==> config.mk <==
export PLATFORM = sky130hd
export DESIGN_NAME = iir_sine_osc_param
export DESIGN_NICKNAME = d
export VERILOG_FILES = /design/src/rtl/iir_sine_osc_param.sv
export SDC_FILE = /design/constraint.sdc
export NUM_CORES = 1
export LEC_CHECK = 0
export BUFFER_PORTS_ARGS = -buffer_cell sky130_fd_sc_hd__buf_2
export CORE_UTILIZATION = 65
export CTS_CLUSTER_SIZE = 25
export DETAILED_ROUTE_END_ITERATION = 8
export GPL_ROUTABILITY_DRIVEN = 0
export HOLD_SLACK_MARGIN = 0.02
export PLACE_DENSITY = 0.87
export SYNTH_ARGS = -nofsm -noshare
export SYNTH_HDL_FRONTEND = slang
export SYNTH_SLANG_ARGS = --single-unit
==> constraint.sdc <==
create_clock -name clk -period 24.1 [get_ports clk]
set_input_delay 2.41 -clock clk [delete_from_list [all_inputs] [get_ports clk]]
set_output_delay 2.41 -clock clk [all_outputs]
set_load 0.05 [all_outputs]
==> src/rtl/iir_sine_osc_param.sv <==
// Two-pole IIR resonator sine generator with programmable coefficient and
// initial state, sample-rate strobe, pause/clear, saturation, zero-crossing and period measurement.
module iir_sine_osc_param #(
    parameter int DATA_W    = 16,
    parameter int COEF_W    = 18,
    parameter int COEF_FRAC = 16,
    parameter int PER_W     = 16
) (
    input  logic                     clk,
    input  logic                     reset_n,
    input  logic                     cfg_valid,
    output logic                     cfg_ready,
    input  logic signed [COEF_W-1:0] cfg_coef,
    input  logic signed [DATA_W-1:0] cfg_y1,
    input  logic signed [DATA_W-1:0] cfg_y2,
    input  logic                     run,
    input  logic                     clear,
    input  logic                     sample_en,
    output logic signed [DATA_W-1:0] q,
    output logic                     q_valid,
    output logic                     zc,
    output logic [PER_W-1:0]         period,
    output logic                     sat_flag,
    output logic                     busy
);
    localparam int PW = DATA_W + COEF_W;
    localparam logic signed [PW-1:0] HALF = PW'(1) << (COEF_FRAC - 1);
    localparam logic signed [PW-1:0] MAXV = {{(COEF_W+1){1'b0}}, {(DATA_W-1){1'b1}}};
    localparam logic signed [PW-1:0] MINV = {{(COEF_W+1){1'b1}}, {(DATA_W-1){1'b0}}};

    typedef enum logic [1:0] {S_IDLE = 2'd0, S_RUN = 2'd1, S_PAUSE = 2'd2} state_t;

    state_t                    r_state, w_next;
    logic signed [COEF_W-1:0]  r_coef;
    logic signed [DATA_W-1:0]  r_y1, r_y2, r_q;
    logic [PER_W-1:0]          r_cnt, r_period;
    logic                      r_q_valid, r_zc, r_sat;

    logic                      w_accept, w_step, w_zc, w_clip;
    logic signed [PW-1:0]      w_coef_ext, w_y1_ext, w_y2_ext, w_prod, w_s;
    logic signed [DATA_W-1:0]  w_ynew;
    logic [PER_W-1:0]          w_cnt_inc;

    function automatic logic signed [PW-1:0] round_q(input logic signed [PW-1:0] p);
        return (p + HALF) >>> COEF_FRAC;
    endfunction

    function automatic logic clipped(input logic signed [PW-1:0] s);
        return (s > MAXV) || (s < MINV);
    endfunction

    function automatic logic signed [DATA_W-1:0] saturate(input logic signed [PW-1:0] s);
        if (s > MAXV)
            return MAXV[DATA_W-1:0];
        else if (s < MINV)
            return MINV[DATA_W-1:0];
        else
            return s[DATA_W-1:0];
    endfunction

    // A config accept takes precedence over a coincident sample strobe.
    assign w_accept   = cfg_valid && !clear;
    assign w_step     = (r_state == S_RUN) && sample_en && !w_accept && !clear;

    assign w_coef_ext = {{DATA_W{r_coef[COEF_W-1]}}, r_coef};
    assign w_y1_ext   = {{COEF_W{r_y1[DATA_W-1]}}, r_y1};
    assign w_y2_ext   = {{COEF_W{r_y2[DATA_W-1]}}, r_y2};
    assign w_prod     = w_coef_ext * w_y1_ext;
    assign w_s        = round_q(w_prod) - w_y2_ext;
    assign w_ynew     = saturate(w_s);
    assign w_clip     = clipped(w_s);
    assign w_zc       = w_step && (r_y1 < 0) && (w_ynew >= 0);
    assign w_cnt_inc  = (&r_cnt) ? r_cnt : r_cnt + PER_W'(1);

    always_ff @(posedge clk or negedge reset_n) begin
        if (!reset_n)
            r_state <= S_IDLE;
        else
            r_state <= w_next;
    end

    always_comb begin
        w_next = r_state;
        if (clear)
            w_next = S_IDLE;
        else if (w_accept)
            w_next = run ? S_RUN : S_PAUSE;
        else if (r_state == S_RUN && !run)
            w_next = S_PAUSE;
        else if (r_state == S_PAUSE && run)
            w_next = S_RUN;
    end

    always_comb begin
        busy      = (r_state != S_IDLE);
        cfg_ready = !clear;
    end

    always_ff @(posedge clk or negedge reset_n) begin
        if (!reset_n) begin
            r_coef    <= '0;
            r_y1      <= '0;
            r_y2      <= '0;
            r_q       <= '0;
            r_cnt     <= '0;
            r_period  <= '0;
            r_q_valid <= 1'b0;
            r_zc      <= 1'b0;
            r_sat     <= 1'b0;
        end else if (clear) begin
            r_coef    <= '0;
            r_y1      <= '0;
            r_y2      <= '0;
            r_q       <= '0;
            r_cnt     <= '0;
            r_period  <= '0;
            r_q_valid <= 1'b0;
            r_zc      <= 1'b0;
            r_sat     <= 1'b0;
        end else begin
            r_q_valid <= w_step;
            r_zc      <= w_zc;
            if (w_accept) begin
                r_coef <= cfg_coef;
                r_y1   <= cfg_y1;
                r_y2   <= cfg_y2;
                r_q    <= cfg_y1;
                r_cnt  <= '0;
                r_sat  <= 1'b0;
            end else if (w_step) begin
                r_y2 <= r_y1;
                r_y1 <= w_ynew;
                r_q  <= w_ynew;
                if (w_clip)
                    r_sat <= 1'b1;
                // Period counts samples since the previous crossing, this one included.
                if (w_zc) begin
                    r_period <= w_cnt_inc;
                    r_cnt    <= '0;
                end else begin
                    r_cnt <= w_cnt_inc;
                end
            end
        end
    end

    assign q        = r_q;
    assign q_valid  = r_q_valid;
    assign zc       = r_zc;
    assign period   = r_period;
    assign sat_flag = r_sat;
endmodule

==> flow_metrics.tcl, run 1 <==
set metrics [dict create \
    cpPeakStageDelay_ns 0.71 \
    design.die.area_um2 24400 \
    yosys_most_used_dff "dfrtp_1" \
    dp_hpwl_mm 29.7 \
    critical-path-slowest-cell "fa_1" \
    layout_commonest_cell "inv_1" \
    holdCritPathClass "reg2reg" \
    timing.critical_path.mode_cell "fa_1" \
    initial_utilization 0.660 \
    asyncSetResetFlopFracSynth 1.00 \
    postRouteAntennaNets 0 \
    worst_setup_path_start_kind "flip-flop" \
    clk_root_buffer_cell "clkbuf_16" \
    postSynthCellCount 1723 \
    worst-endpoint-arrival_ns 10.38 \
    clock_latency_ns 0.35 \
    final_cell_mix "inv_1, fa_1, nand2_1, and2_1, nor2_1" \
    synth.cell_area_um2 15500 \
    post_cts_hold_buffer_count 0 \
    synth.avg_cell_area_um2 8.97 \
    fmaxAchievable_mhz 99.0 \
    run_status "finished clean" \
    setup_viol 0 \
    antenna_violations_before_repair 1 \
    cp_data_required_time_ns 24.38 \
    grt_max_degree 88 \
    synth-edff-count 0 \
    post_drt_via_cell_ratio 5.87 \
    post-cts-setup-buffer-count 0 \
    post_synth_num_cell_types 60 \
    clk_pin_slew_worst_paths_ns 0.07 \
    critical_path.startpoint "q[1]" \
    filler_cell_count 1728 \
    setup_ws_post_layout_ns 14.00 \
    synth_warnings 0 \
    synth_nets 2172 \
    cp_num_buf_inv 6 \
    core_um2 23400 \
    global_route_overflow 0 \
    synth-seq-cells 87 \
    yosys-mux-area-fraction 0.0130 \
    rsz0062_at_grt "false" \
    n_antenna_cell 0 \
    floorplan.die.height_um 156 \
    slew_limit_fails 0 \
    worst_hold_startpoint "period[12]" \
    area_growth_syn_to_layout_pct 6.57 \
    synth_xor_xnor_area_share 0.0278 \
    whs_ns 0.519 \
    wl_per_cell_um 18.0 \
    cp-end-kind "flip-flop" \
    vias 12300 \
    report.final.hold_viol_count 0 \
    layout.nets 2212 \
    tightestPinTransition_ns 1.11 \
    period_needed_ns 10.10 \
    clock_tree.htree_level_count 3 \
    ios 93 \
    setup_tns_ns 0 \
    final.period_utilization 0.419 \
    drc_errors 0 \
    synth_seq_area_share 0.141 \
    worstSetupPathType "reg2reg" \
    post_route_cells_drive_above_1_share 0.0781 \
    globalRouteTotalUtil 0.333 \
    die_x_um 156 \
    fp-row-count 56 \
    drv_cap 0 \
    numPlacedInstances 2071 \
    clock_skew_ns 0.00965 \
    tritoncts.num_buffers 9 \
    tritoncts "built" \
    finalWirelength_mm 37.7 \
    slew_headroom 0.260 \
    number_of_global_route_vias_before_repair 13200 \
    synth_top_family_by_area "adder cells" \
    drt-initial-drc-count 883 \
    synth_simple_gate_area_share 0.162 \
    preCtsSetupSlack_ns 14.13 \
    clock_sink_count 87 \
    synth_compound_area_frac 0.0943 \
    drt_pre_antenna_iters 5 \
    max-clock-path-buffers 2 \
    stdcell_count 2087 \
    timing.critical_path.fanout_max 27 \
    synthAdderAreaFrac 0.459 \
    worstReg2RegStart "q[1]" \
    critPathTopFamily "adder cells" \
    grt_pass1_wl_mm 63.1 \
    cts_resized 0 \
    port_buffers 92 \
]
-- stage by stage --
stage           util  cell area [um^2]
6_report       0.704             16500
3_5_place_dp   0.689             16100
5_1_grt        0.704             16500
4_1_cts        0.704             16500
2_1_floorplan      -             15500
3_3_place_gp   0.689             16100
-- routing by layer --
| metal | share of wire | track usage | wire length [um] | up-vias |
|---|---|---|---|---|
| met4 | 0.048 | 0.169 | 1790 | 2 |
| met2 | 0.51 | 0.582 | 19200 | 604 |
| li1 | - | - | - | 5400 |
| met1 | 0.37 | 0.402 | 13800 | 6076 |
| met5 | 0.00042 | 0 | 16 | - |
| met3 | 0.076 | 0.0489 | 2850 | 168 |
-- layout make-up --
type | count | area, um^2 | area share
Multi-Input combinational cell | 1215 | 11700 | 0.710
Sequential cell | 87 | 2180 | 0.132
Inverter | 342 | 1280 | 0.0779
Timing Repair Buffer | 108 | 583 | 0.0354
Clock inverter | 6 | 97.6 | 0.00593
Tap cell | 319 | 399 | 0.0242
Clock buffer | 10 | 239 | 0.0145
-- Yosys cell counts, drive strengths merged, types with 4 or more instances --
cell type,number,share of area
a211oi,16,0.0078
a21o,15,0.0073
a21oi,83,0.027
a31oi,9,0.0036
a32o,4,0.0026
a32oi,11,0.0062
and2,132,0.053
and3,5,0.0020
and4,4,0.0023
buf,10,0.0028
clkbuf,69,0.017
dfrtp,87,0.14
fa,290,0.38
ha,103,0.083
inv,342,0.083
mux2i,20,0.013
nand2,203,0.049
nand2b,12,0.0049
nand3,18,0.0058
nand4,6,0.0024
nor2,111,0.027
nor2b,8,0.0032
nor3,11,0.0036
o211ai,5,0.0024
o21a,10,0.0055
o21ai,42,0.014
o31ai,8,0.0042
or2,4,0.0016
or4,4,0.0020
xnor2,33,0.019
xor2,16,0.0091
-- cells by family after synthesis --
group,Yosys count
buffers and inverters,421
adder cells (fa/ha/maj),393
multiplexers,20
flip-flops,87
XOR/XNOR,49
AND/OR/NAND/NOR,528
AO/OA/AOI/OAI,225
-- worst paths after layout --
path                                    to  slack, ns  depth (start not counted)
worst max-delay path              r_cnt[2]      14.00                         30
worst min-delay path            period[12]       0.52                          2
worst max register to register    r_cnt[2]      14.00                         30
worst min register to register  period[12]       0.52                          2
max in group asynchronous       r_coef[10]      21.12                          1
min in group asynchronous        period[1]       2.27                          1
-- worst register-to-register path, delay by kind of cell, from the launching register on --
kind | cells | cell delay [ns]
AOI/OAI and AO/OA | 7 | 2.01
DFF | 1 | 0.68
adders and majority gates | 8 | 3.89
and+or+nand+nor | 9 | 2.52
buffers and inverters | 6 | 0.96
-- flip-flops by register name, summed over array words and instances, names as in the netlist --
signal,flops
q_valid,1
zc,1
r_coef,18
r_cnt,16
r_y2,16
sat_flag,1
period,16
q,16
r_state,2
Power of run 1 is not shown: default switching activity piles up to over one toggle a cycle in this logic, so the estimate is an artifact.
==> run 2: changes to the inputs <==
- CORE_UTILIZATION: 65 -> 64
- PLACE_DENSITY: 0.87 -> 0.86
- clock period: 24.1 -> 9.75 ns (I/O delays scaled with it)
==> run 2 against run 1 <==
  * Die area grew 1.5%
  * Flip-flop and latch count is the same
  * Worst hold slack gained 0.011 ns
  * Setup slack lost 14 ns
  * Wire length grew 4.4%
  * Critical path type unchanged
  * Critical endpoint is now q[12]
  * Largest cell class unchanged
==> flow_metrics.tcl, run 2 (same netlist as run 1, synthesis figures left out) <==
set metrics [dict create \
    grt_max_degree 88 \
    ios 93 \
    largest-register "r_coef" \
    clk_pin_slew_worst_paths_ns 0.07 \
    tritoncts "built" \
    worst-endpoint-arrival_ns 9.55 \
    period_needed_ns 9.31 \
    wl_per_cell_um 18.7 \
    drc_errors 0 \
    clock_skew_ns 0.0107 \
    timing.critical_path.mode_cell "fa_1" \
    largest_register_ffs 18 \
    setup_viol 0 \
    drv_cap 0 \
    cp_num_buf_inv 6 \
    initial_utilization 0.656 \
    worst_hold_startpoint "period[2]" \
    max-clock-path-buffers 2 \
    design.die.area_um2 24800 \
    final.period_utilization 0.955 \
    grt_pass1_wl_mm 65.7 \
    dp_hpwl_mm 30.4 \
    post_drt_via_cell_ratio 5.96 \
    cpPeakStageDelay_ns 0.84 \
    fmaxAchievable_mhz 107 \
    cp-end-kind "flip-flop" \
    fp-row-count 56 \
    drt-initial-drc-count 939 \
    port_buffers 92 \
    stdcell_count 2103 \
    regToRegSetupSlack_ns 0.44 \
    vias 12500 \
    postRouteAntennaNets 0 \
    slew_headroom 0.237 \
    floorplan.die.height_um 157 \
    clock_sink_count 87 \
    n_antenna_cell 0 \
    post_route_cells_drive_above_1_share 0.0886 \
    slew_limit_fails 0 \
    tritoncts.num_buffers 9 \
    antenna_violations_before_repair 1 \
    core_um2 23500 \
    clock_latency_ns 0.34 \
    critPathTopFamily "adder cells" \
    drt_pre_antenna_iters 6 \
    die_x_um 157 \
    tightestPinTransition_ns 1.14 \
    report.final.hold_viol_count 0 \
    critical-path-slowest-cell "dfrtp_1" \
    clk_root_buffer_cell "clkbuf_16" \
    clock_tree.htree_level_count 3 \
    critical_path.startpoint "r_coef[7]" \
    timing.critical_path.fanout_max 17 \
    finalWirelength_mm 39.3 \
    number_of_global_route_vias_before_repair 13600 \
    global_route_overflow 0 \
    worst_setup_path_start_kind "flip-flop" \
    filler_cell_count 1757 \
    numPlacedInstances 2083 \
    holdCritPathClass "reg2reg" \
    worstSetupPathType "reg2reg" \
    final_cell_mix "inv_1, fa_1, nand2_1, and2_1, nor2_1" \
    post_cts_hold_buffer_count 0 \
    area_growth_syn_to_layout_pct 7.42 \
    layout_commonest_cell "inv_1" \
    run_status "finished clean" \
    worstReg2RegStart "r_coef[7]" \
    layout.nets 2228 \
    globalRouteTotalUtil 0.345 \
    cp_data_required_time_ns 9.99 \
]
run 2: per-layer routing:
metal | vias up | wire length (um) | global-route usage
li1 | 5435 | - | -
met1 | 6228 | 14100 | 0.410
met2 | 685 | 19400 | 0.587
met3 | 193 | 3190 | 0.0529
met4 | 2 | 2550 | 0.223
met5 | - | 12 | 0
run 2: tightest hold or removal path: stages (launching register included):
cell and delay [ns]:
dfrtp_1 0.38, nand2_1 0.06, a21oi_1 0.05
run 2: worst paths after layout:
check	end	cells after the start
setup reg to reg	q[12]	32
min in group asynchronous	period[11]	1
hold reg to reg	period[2]	2
hold / removal	period[2]	2
max in group asynchronous	q[2]	1
setup / recovery	q[12]	32
run 2: per-stage QoR:
stage | worst slack (ns) | setup TNS, ns | hold slack [ns] | utilization | instance area [um^2]
after floorplan | 1.21 | 0 | 0.475 | - | 15500
after global placement | 0.669 | 0 | 0.502 | 0.690 | 16200
after detailed placement | 0.254 | 0 | 0.511 | 0.690 | 16200
after CTS | 0.211 | 0 | 0.532 | 0.702 | 16500
after global routing | -0.0454 | -0.128 | 0.569 | 0.705 | 16600
final | 0.442 | 0 | 0.530 | 0.705 | 16600
run 2: cell type report:
cell class / count / area (um^2) / share of cell area
Clock buffer: 12 / 236 / 0.0142
Clock inverter: 4 / 55.1 / 0.00332
Inverter: 342 / 1290 / 0.0776
Multi-Input combinational cell: 1215 / 11700 / 0.707
Sequential cell: 87 / 2180 / 0.131
Tap cell: 319 / 399 / 0.0240
Timing Repair Buffer: 124 / 716 / 0.0431
run 2: what timing repair did:
action	in CTS	in global routing
setup endpoints to repair	0	39
gates resized for setup	0	8
buffers inserted	0	4
Power of run 2 is left out for the same reason.
